### src/rtl/snitch_hwpe_ctrl_arbiter.sv
// Round-robin arbiter sharing one HWPE peripheral control port among the cluster cores.
// One transaction in flight; the response is routed back to its issuer, with a timeout fallback.
module snitch_hwpe_ctrl_arbiter #(
  parameter int unsigned NrCores       = 8,
  parameter int unsigned IdWidth       = 8,
  parameter int unsigned TimeoutCycles = 1024,
  parameter logic [31:0] TimeoutData   = 32'hBADC_AB1E
) (
  input  logic                   clk_i,
  input  logic                   rst_i,
  input  logic [NrCores-1:0]     core_req_i,
  output logic [NrCores-1:0]     core_gnt_o,
  input  logic [NrCores*32-1:0]  core_add_i,
  input  logic [NrCores-1:0]     core_wen_i,
  input  logic [NrCores*4-1:0]   core_be_i,
  input  logic [NrCores*32-1:0]  core_data_i,
  output logic [31:0]            core_r_data_o,
  output logic [NrCores-1:0]     core_r_valid_o,
  output logic                   periph_req_o,
  input  logic                   periph_gnt_i,
  output logic [31:0]            periph_add_o,
  output logic                   periph_wen_o,
  output logic [3:0]             periph_be_o,
  output logic [31:0]            periph_data_o,
  output logic [IdWidth-1:0]     periph_id_o,
  input  logic [31:0]            periph_r_data_i,
  input  logic                   periph_r_valid_i,
  input  logic [IdWidth-1:0]     periph_r_id_i,
  output logic                   timeout_o,
  output logic                   id_err_o,
  output logic                   stray_rsp_o
);

  localparam int unsigned SelW = $clog2(NrCores);
  localparam int unsigned CntW = (TimeoutCycles < 2) ? 1 : $clog2(TimeoutCycles + 1);

  typedef enum logic {IDLE, WAIT_RSP} state_e;

  state_e            state_q, state_d;
  logic [SelW-1:0]   rr_q, rr_d;
  logic [SelW-1:0]   idx_q, idx_d;
  logic [CntW-1:0]   cnt_q, cnt_d;
  logic [SelW-1:0]   sel;
  logic              found;
  logic              anyReq;
  logic              handshake;
  logic              timeoutHit;

  // Cyclic search for the first requester at or after the round-robin pointer.
  always_comb begin
    sel   = rr_q;
    found = 1'b0;
    for (int unsigned k = 0; k < NrCores; k++) begin
      int unsigned c;
      c = int'(rr_q) + k;
      if (c >= NrCores) c = c - NrCores;
      if (!found && core_req_i[c]) begin
        sel   = SelW'(c);
        found = 1'b1;
      end
    end
  end

  assign anyReq     = |core_req_i;
  assign handshake  = (state_q == IDLE) && anyReq && periph_gnt_i;
  assign timeoutHit = (TimeoutCycles != 0) && (state_q == WAIT_RSP) && !periph_r_valid_i &&
                      (cnt_q == CntW'(TimeoutCycles - 1));

  always_ff @(posedge clk_i or posedge rst_i) begin
    if (rst_i) begin
      state_q <= IDLE;
      rr_q    <= '0;
      idx_q   <= '0;
      cnt_q   <= '0;
    end else begin
      state_q <= state_d;
      rr_q    <= rr_d;
      idx_q   <= idx_d;
      cnt_q   <= cnt_d;
    end
  end

  always_comb begin
    state_d = state_q;
    rr_d    = rr_q;
    idx_d   = idx_q;
    cnt_d   = cnt_q;
    case (state_q)
      IDLE: begin
        if (handshake) begin
          state_d = WAIT_RSP;
          idx_d   = sel;
          rr_d    = (sel == SelW'(NrCores - 1)) ? '0 : sel + SelW'(1);
          cnt_d   = '0;
        end
      end
      WAIT_RSP: begin
        if (cnt_q != CntW'(TimeoutCycles)) cnt_d = cnt_q + CntW'(1);
        if (periph_r_valid_i || timeoutHit) state_d = IDLE;
      end
      default: state_d = IDLE;
    endcase
  end

  // Outputs are held at zero while reset is asserted, even mid-transaction.
  always_comb begin
    core_gnt_o     = '0;
    core_r_valid_o = '0;
    core_r_data_o  = '0;
    periph_req_o   = 1'b0;
    periph_add_o   = '0;
    periph_wen_o   = 1'b0;
    periph_be_o    = '0;
    periph_data_o  = '0;
    periph_id_o    = '0;
    timeout_o      = 1'b0;
    id_err_o       = 1'b0;
    stray_rsp_o    = 1'b0;
    if (!rst_i) begin
      case (state_q)
        IDLE: begin
          periph_req_o = anyReq;
          stray_rsp_o  = periph_r_valid_i;
          if (anyReq) begin
            periph_add_o    = core_add_i[sel*32 +: 32];
            periph_wen_o    = core_wen_i[sel];
            periph_be_o     = core_be_i[sel*4 +: 4];
            periph_data_o   = core_data_i[sel*32 +: 32];
            periph_id_o     = IdWidth'(sel);
            core_gnt_o[sel] = periph_gnt_i;
          end
        end
        WAIT_RSP: begin
          if (periph_r_valid_i) begin
            core_r_valid_o[idx_q] = 1'b1;
            core_r_data_o         = periph_r_data_i;
            id_err_o              = (periph_r_id_i != IdWidth'(idx_q));
          end else if (timeoutHit) begin
            core_r_valid_o[idx_q] = 1'b1;
            core_r_data_o         = TimeoutData;
            timeout_o             = 1'b1;
          end
        end
        default: ;
      endcase
    end
  end

endmodule

### config.mk
export PLATFORM = sky130hd
export DESIGN_NAME = snitch_hwpe_ctrl_arbiter
export DESIGN_NICKNAME = d
export VERILOG_FILES = /design/src/rtl/snitch_hwpe_ctrl_arbiter.sv
export SDC_FILE = /design/constraint.sdc
export NUM_CORES = 1
export LEC_CHECK = 0
export CORE_AREA = 2 2 283 285
export DETAILED_ROUTE_END_ITERATION = 7
export DIE_AREA = 0 0 285 287
export PLACE_DENSITY_LB_ADDON = 0.1
export SKIP_CTS_REPAIR_TIMING = 1
export SLEW_MARGIN = 20
export SYNTH_ARGS = -nofsm -noshare
export SYNTH_HDL_FRONTEND = slang
export SYNTH_SLANG_ARGS = --single-unit
### constraint.sdc
create_clock -name clk_i -period 11 [get_ports clk_i]
set_input_delay 3.3 -clock clk_i [delete_from_list [all_inputs] [get_ports clk_i]]
set_output_delay 3.3 -clock clk_i [all_outputs]
set_load 0.03 [all_outputs]
==> impl_metrics.json, run 1 <==
{
  "hpwl_um": 59360,
  "max_freq_ghz": 0.09205,
  "drc": 0,
  "power.total_mw": 7.925,
  "synth_top_area_share": 0.1647,
  "synthesis.area_mm2": 0.007020,
  "drt_iter0_markers": 703,
  "setup_ws_ns": 0.1358,
  "num_vias": 12420,
  "cts_root_buffer": "clkbuf_16",
  "synth_edf_count": 0,
  "finClkSkew_ns": 0.002818,
  "critPathRequiredTime_ns": 7.70,
  "cp_max_fo": 8,
  "cp.arrival_ns": 7.56,
  "tightest_slew_ns": 0.8497,
  "synth_seq_cells": 18,
  "utilization": 0.2068,
  "wl_per_cell_um": 26.00,
  "ir_worst_vdd_uv": 614.4,
  "drv_cap": 0,
  "drive_above_1_share": 0.1203,
  "die_w_um": 285,
  "final_common_cell": "clkdlybuf4s50_1",
  "period_needed_ns": 10.86,
  "leakagePower_nw": 5.566,
  "grt_pass1_vias": 12780,
  "cts_buffers": 3,
  "num_rows": 103,
  "num_io_pins": 733,
  "place_ws_ns": -0.3520,
  "overflow": 0,
  "syn_to_final_growth_pct": 131.6,
  "max_slew_margin": 0.4335,
  "grt_util_all_layers": 0.1649,
  "fin_crit_sh": 0.9877,
  "clockBufferDepth": 2,
  "vias_per_cell": 4.418,
  "io_buffers": 727,
  "ys_seq_area_frac": 0.06416,
  "cp-end-kind": "output pin",
  "path_clk_slew_ns": 0.05,
  "rsz0062_at_grt": "true",
  "netlist_top_cells_area": "a221oi_1 (16%), a211oi_1 (14%), o21ai_0 (11%)",
  "place_area_mm2": 0.01602,
  "dp.cells": 2791,
  "design_area_mm2": 0.01626,
  "ys_warn_count": 0,
  "syn_inst": 1076,
  "grt_max_degree": 71,
  "worst_setup_path_start_kind": "input pin",
  "routed_wl_um": 73060,
  "hold_path.class": "reg -> reg",
  "die-area_mm2": 0.08180,
  "critPathKind": "in -> out",
  "synthArstFlopShare": 1.000,
  "fin_cells": 2810,
  "cts.htree.levels": 1,
  "gp_congestion": 0.8882,
  "ys_types": 53,
  "layout.nets": 2354,
  "clk_latency_ns": 0.25,
  "drv_slew": 0,
  "hold_ws_ns": 0.5538,
  "drt_first_pass_iters": 5,
  "synth.avg_cell_area_um2": 6.525,
  "cts_tree": "done",
  "detail-route-antenna-nets": 0,
  "hold_viol_final": 0,
  "synth_ff_type": "dfrtp_1",
  "yosys.area.top_type": "a221oi_1",
  "core-area_mm2": 0.07861,
  "start_util": 0.08930,
  "grt_pass1_wl_um": 98460,
  "outcome": "complete, no violations",
  "final_cell_mix": "clkdlybuf4s50_1 (656), o21ai_0 (153), nand3_1 (139), a221oi_1 (130), a211oi_1 (124)",
  "finalSetupViolations": 0,
  "p_per_area_mw_per_mm2": 487.4,
  "finalSetupTns_ns": 0,
  "cts.sinks": 18,
  "antenna_found_initial": 23,
  "die_h_um": 287
}
## cell type report
type / instances / area [um2]
Multi-Input combinational cell: 873 / 5926
Tap cell: 1050 / 1314
Fill cell: 8875 / 62350
Clock buffer: 4 / 88.84
Antenna cell: 15 / 37.54
Inverter: 34 / 127.6
Timing Repair Buffer: 816 / 8317
Sequential cell: 18 / 450.4
## registers in the layout, summed over array words and instances, names as in the netlist
signal and count:
cnt_q 11, idx_q 3, rr_q 3, state_q 1
## worst paths after layout
kind                                       from               endpoint  slack, ns  cells past startpoint
setup / recovery                  core_req_i[4]          core_gnt_o[5]       0.14                     12
hold / removal             cnt_q[0]$_DFFE_PP0P_   cnt_q[0]$_DFFE_PP0P_       0.55                      1
setup reg to reg            rr_q[0]$_DFFE_PP0P_    rr_q[2]$_DFFE_PP0P_       5.85                     14
hold reg to reg            cnt_q[0]$_DFFE_PP0P_   cnt_q[0]$_DFFE_PP0P_       0.55                      1
max in group asynchronous                 rst_i  cnt_q[10]$_DFFE_PP0P_       6.84                      2
min in group asynchronous                 rst_i   idx_q[0]$_DFFE_PP0P_       3.67                      2
## critical path, cell delays in order
cell,delay [ns]
clkdlybuf4s50_1,0.52
mux4_2,0.55
or2_0,0.23
mux4_2,0.59
nor3_2,0.28
buf_4,0.20
nor4_4,0.05
nor2_1,0.36
buf_4,0.19
nand2_1,0.13
nor4_1,0.40
clkdlybuf4s50_1,0.74
## cells by family after synthesis
logic type,count (synthesis),synth area share
compound gates,559,0.5434
simple gates,272,0.1985
buf+inv,189,0.1155
mux,23,0.05828
flops,18,0.06416
xor+xnor,10,0.01247
fa+ha+maj,4,0.007129
other cells,1,0.0005342
## per-layer routing
layer	GRT usage	vias up	wire (um)
met2	0.2995	572	37160
met5	0	-	102
li1	-	5730	-
met4	0.02801	16	907
met3	0.03905	54	5183
met1	0.1986	6043	29700
## Yosys cell counts, drive strengths merged, types with 4 or more instances
master	n
o21ai	154
nand3	139
a211oi	132
a221oi	132
clkbuf	107
o22ai	79
buf	48
a21oi	38
nand2	37
inv	33
nor2	27
dfrtp	18
and3	15
mux4	14
nor3	9
nor4	8
or2	7
or3	7
mux2i	6
nor2b	6
o221ai	6
xnor2	5
xor2	5
and2	4
ha	4
nand2b	4
o31ai	4
## where the power goes
part	switching [mW]	internal [mW]
clock	0.0264	0.0554
sequential	0.0521	0.0823
combinational	4.67	3.03
(Power assumes the default switching activity.)
==> run 2, diff against run 1 <==
--- a/config.mk
+++ b/config.mk
@@ -5,9 +5,9 @@
 export SDC_FILE = /design/constraint.sdc
 export NUM_CORES = 1
 export LEC_CHECK = 0
-export CORE_AREA = 2 2 283 285
+export CORE_AREA = 2 2 289 291
 export DETAILED_ROUTE_END_ITERATION = 7
-export DIE_AREA = 0 0 285 287
+export DIE_AREA = 0 0 291 293
 export PLACE_DENSITY_LB_ADDON = 0.1
 export SKIP_CTS_REPAIR_TIMING = 1
 export SLEW_MARGIN = 20
==> constraint.sdc (replaced) <==
create_clock -name clk_i -period 10.5 [get_ports clk_i]
set_input_delay 3.15 -clock clk_i [delete_from_list [all_inputs] [get_ports clk_i]]
set_output_delay 3.15 -clock clk_i [all_outputs]
set_load 0.03 [all_outputs]
==> run 2 against run 1 <==
Net effect:
- non-clock buffer count rose by 48
- critical path depth is 2 higher
- clock power rose by 8.6%
- sequential power increased by 3%
- first-iteration DRC count grew 26%
==> impl_metrics.json, run 2 (synthesis results as in run 1) <==
{
  "outcome": "complete, no violations",
  "finClkSkew_ns": 0.01002,
  "reg2reg_depth": 12,
  "reg2reg_to": "rr_q[1]$_DFFE_PP0P_",
  "hpwl_um": 60910,
  "drv_cap": 0,
  "grt_pass1_vias": 12930,
  "die_w_um": 291,
  "tightest_slew_ns": 0.8287,
  "cpMaxStageDelayCell": "mux4_2",
  "cts_root_buffer": "clkbuf_16",
  "p_per_area_mw_per_mm2": 515.5,
  "start_util": 0.08578,
  "gp_congestion": 0.9334,
  "period_needed_ns": 10.40,
  "drt_first_pass_iters": 6,
  "overflow": 0,
  "num_vias": 12460,
  "drv_slew": 0,
  "clk_latency_ns": 0.26,
  "worst_setup_path_start_kind": "input pin",
  "reg2reg_slack_ns": 5.35,
  "grt_util_all_layers": 0.1616,
  "wl_per_cell_um": 25.60,
  "hold_ws_ns": 0.5615,
  "cts.sinks": 18,
  "cp_max_fo": 30,
  "final_cell_mix": "clkdlybuf4s50_1 (651), buf_4 (172), o21ai_0 (152), nand3_1 (139), a221oi_1 (129)",
  "design_area_mm2": 0.01655,
  "routed_wl_um": 73660,
  "hold_viol_final": 0,
  "cts.htree.levels": 1,
  "cp_common_cell": "buf_4",
  "place_area_mm2": 0.01635,
  "cp.arrival_ns": 7.25,
  "final_common_cell": "clkdlybuf4s50_1",
  "slowest_delay_ns": 0.53,
  "finalSetupViolations": 0,
  "drive_above_1_share": 0.1461,
  "vias_per_cell": 4.332,
  "cts_buffers": 3,
  "die-area_mm2": 0.08526,
  "detail-route-antenna-nets": 0,
  "io_buffers": 727,
  "r2r_start": "rr_q[0]$_DFFE_PP0P_",
  "die_h_um": 293,
  "cp-end-kind": "output pin",
  "regMostFlops": "cnt_q",
  "worstPathCellList": "clkdlybuf4s50_1 > mux4_2 > or2_1 > mux4_2 > buf_4 > o21ai_1 > mux2i_1 > o22a_4 > buf_12 > buf_4 > a211oi_1 > a221oi_1 > o22ai_1 > buf_4",
  "fin_crit_sh": 0.9904,
  "max_freq_ghz": 0.09617,
  "largest_reg_flops": 11,
  "holdPathEnd": "cnt_q[5]$_DFFE_PP0P_",
  "ir_worst_vdd_uv": 237.4,
  "max_slew_margin": 0.4475,
  "clockBufferDepth": 2,
  "num_io_pins": 733,
  "path_clk_slew_ns": 0.05,
  "syn_to_final_growth_pct": 135.8,
  "num-fill-cells": 9208,
  "top_regs": "cnt_q x11, idx_q x3, rr_q x3",
  "hold_path.class": "reg -> reg",
  "grt_pass1_wl_um": 100200,
  "power.total_mw": 8.534,
  "min-delay-start": "cnt_q[5]$_DFFE_PP0P_",
  "hold_depth": 2,
  "grt_max_degree": 70,
  "antenna_found_initial": 24,
  "critPathRequiredTime_ns": 7.35,
  "drt_iter0_markers": 889,
  "rsz0062_at_grt": "false",
  "drc": 0,
  "core-area_mm2": 0.08185,
  "leakagePower_nw": 5.785,
  "critPathKind": "in -> out",
  "num_rows": 105,
  "cts_tree": "done",
  "layout.nets": 2402
}
[run 2: cell count changes in the layout (fill, tap and decap cells not counted), moves of 2 or more]
cell / delta
a211oi_2: -2
clkdlybuf4s50_1: -5
buf_4: +56
a221oi_2: +2
a211oi_1: +3
buf_16: -2
[run 2: worst max-delay path, delay by kind of cell]
family / cells / cell delay [ns]
buffers and inverters: 5 / 1.29
AO/OA/AOI/OAI: 5 / 1.35
multiplexers: 3 / 1.17
AND/OR/NAND/NOR: 1 / 0.24
[run 2: layout make-up]
class                      instances  area [um2]  share of cell area
timing repair buffer             864        8612              0.5202
multi-input combinational        873        5902              0.3565
tap                             1070        1339             0.08087
sequential                        18       450.4             0.02721
inverter                          34       127.6            0.007709
clock buffer                       4       88.84            0.005366
antenna                           14       35.03            0.002116
[run 2: how the worst max path moves through the flow]
stage	start	to	slack, ns	cells after the start
after global routing	core_req_i[0]	periph_data_o[31]	0.001	15
after detailed placement	core_req_i[4]	periph_data_o[28]	-0.02	14
after floorplan	core_req_i[3]	core_gnt_o[1]	0.56	11
after CTS	core_req_i[4]	periph_data_o[28]	-0.06	14
after global placement	core_req_i[4]	periph_add_o[14]	-0.05	15
final	core_req_i[0]	periph_add_o[5]	0.10	14
[run 2: metrics by stage]
step | cells | util | TNS [ns] | worst slack (ns)
6_report | 2877 | 0.2023 | 0 | 0.1013
2_1_floorplan | 1080 | - | 0 | 0.5561
4_1_cts | 2862 | 0.2009 | -0.1334 | -0.05673
5_1_grt | 2874 | 0.2022 | 0 | 0.001463
3_3_place_gp | 2858 | 0.1998 | -0.07077 | -0.04725
3_5_place_dp | 2858 | 0.1998 | -0.03421 | -0.02446
[run 2: power breakdown]
group          leakage [nW]  switching [mW]  internal [mW]  total [mW]
Combinational          5.51            4.94           3.37        8.31
Clock                0.0442          0.0307         0.0581      0.0888
Sequential            0.234          0.0522         0.0863       0.138
Total                  5.79            5.02           3.52        8.53
[run 2: layer usage]
layer  share of wire  track usage  wire length, um  up-vias
met5          0.0012            0               87        -
met4           0.020      0.03589             1494       14
met3           0.073      0.04039             5397       68
met2            0.50       0.2858            36570      600
met1            0.41       0.1963            30110     5941
li1                -            -                -     5841
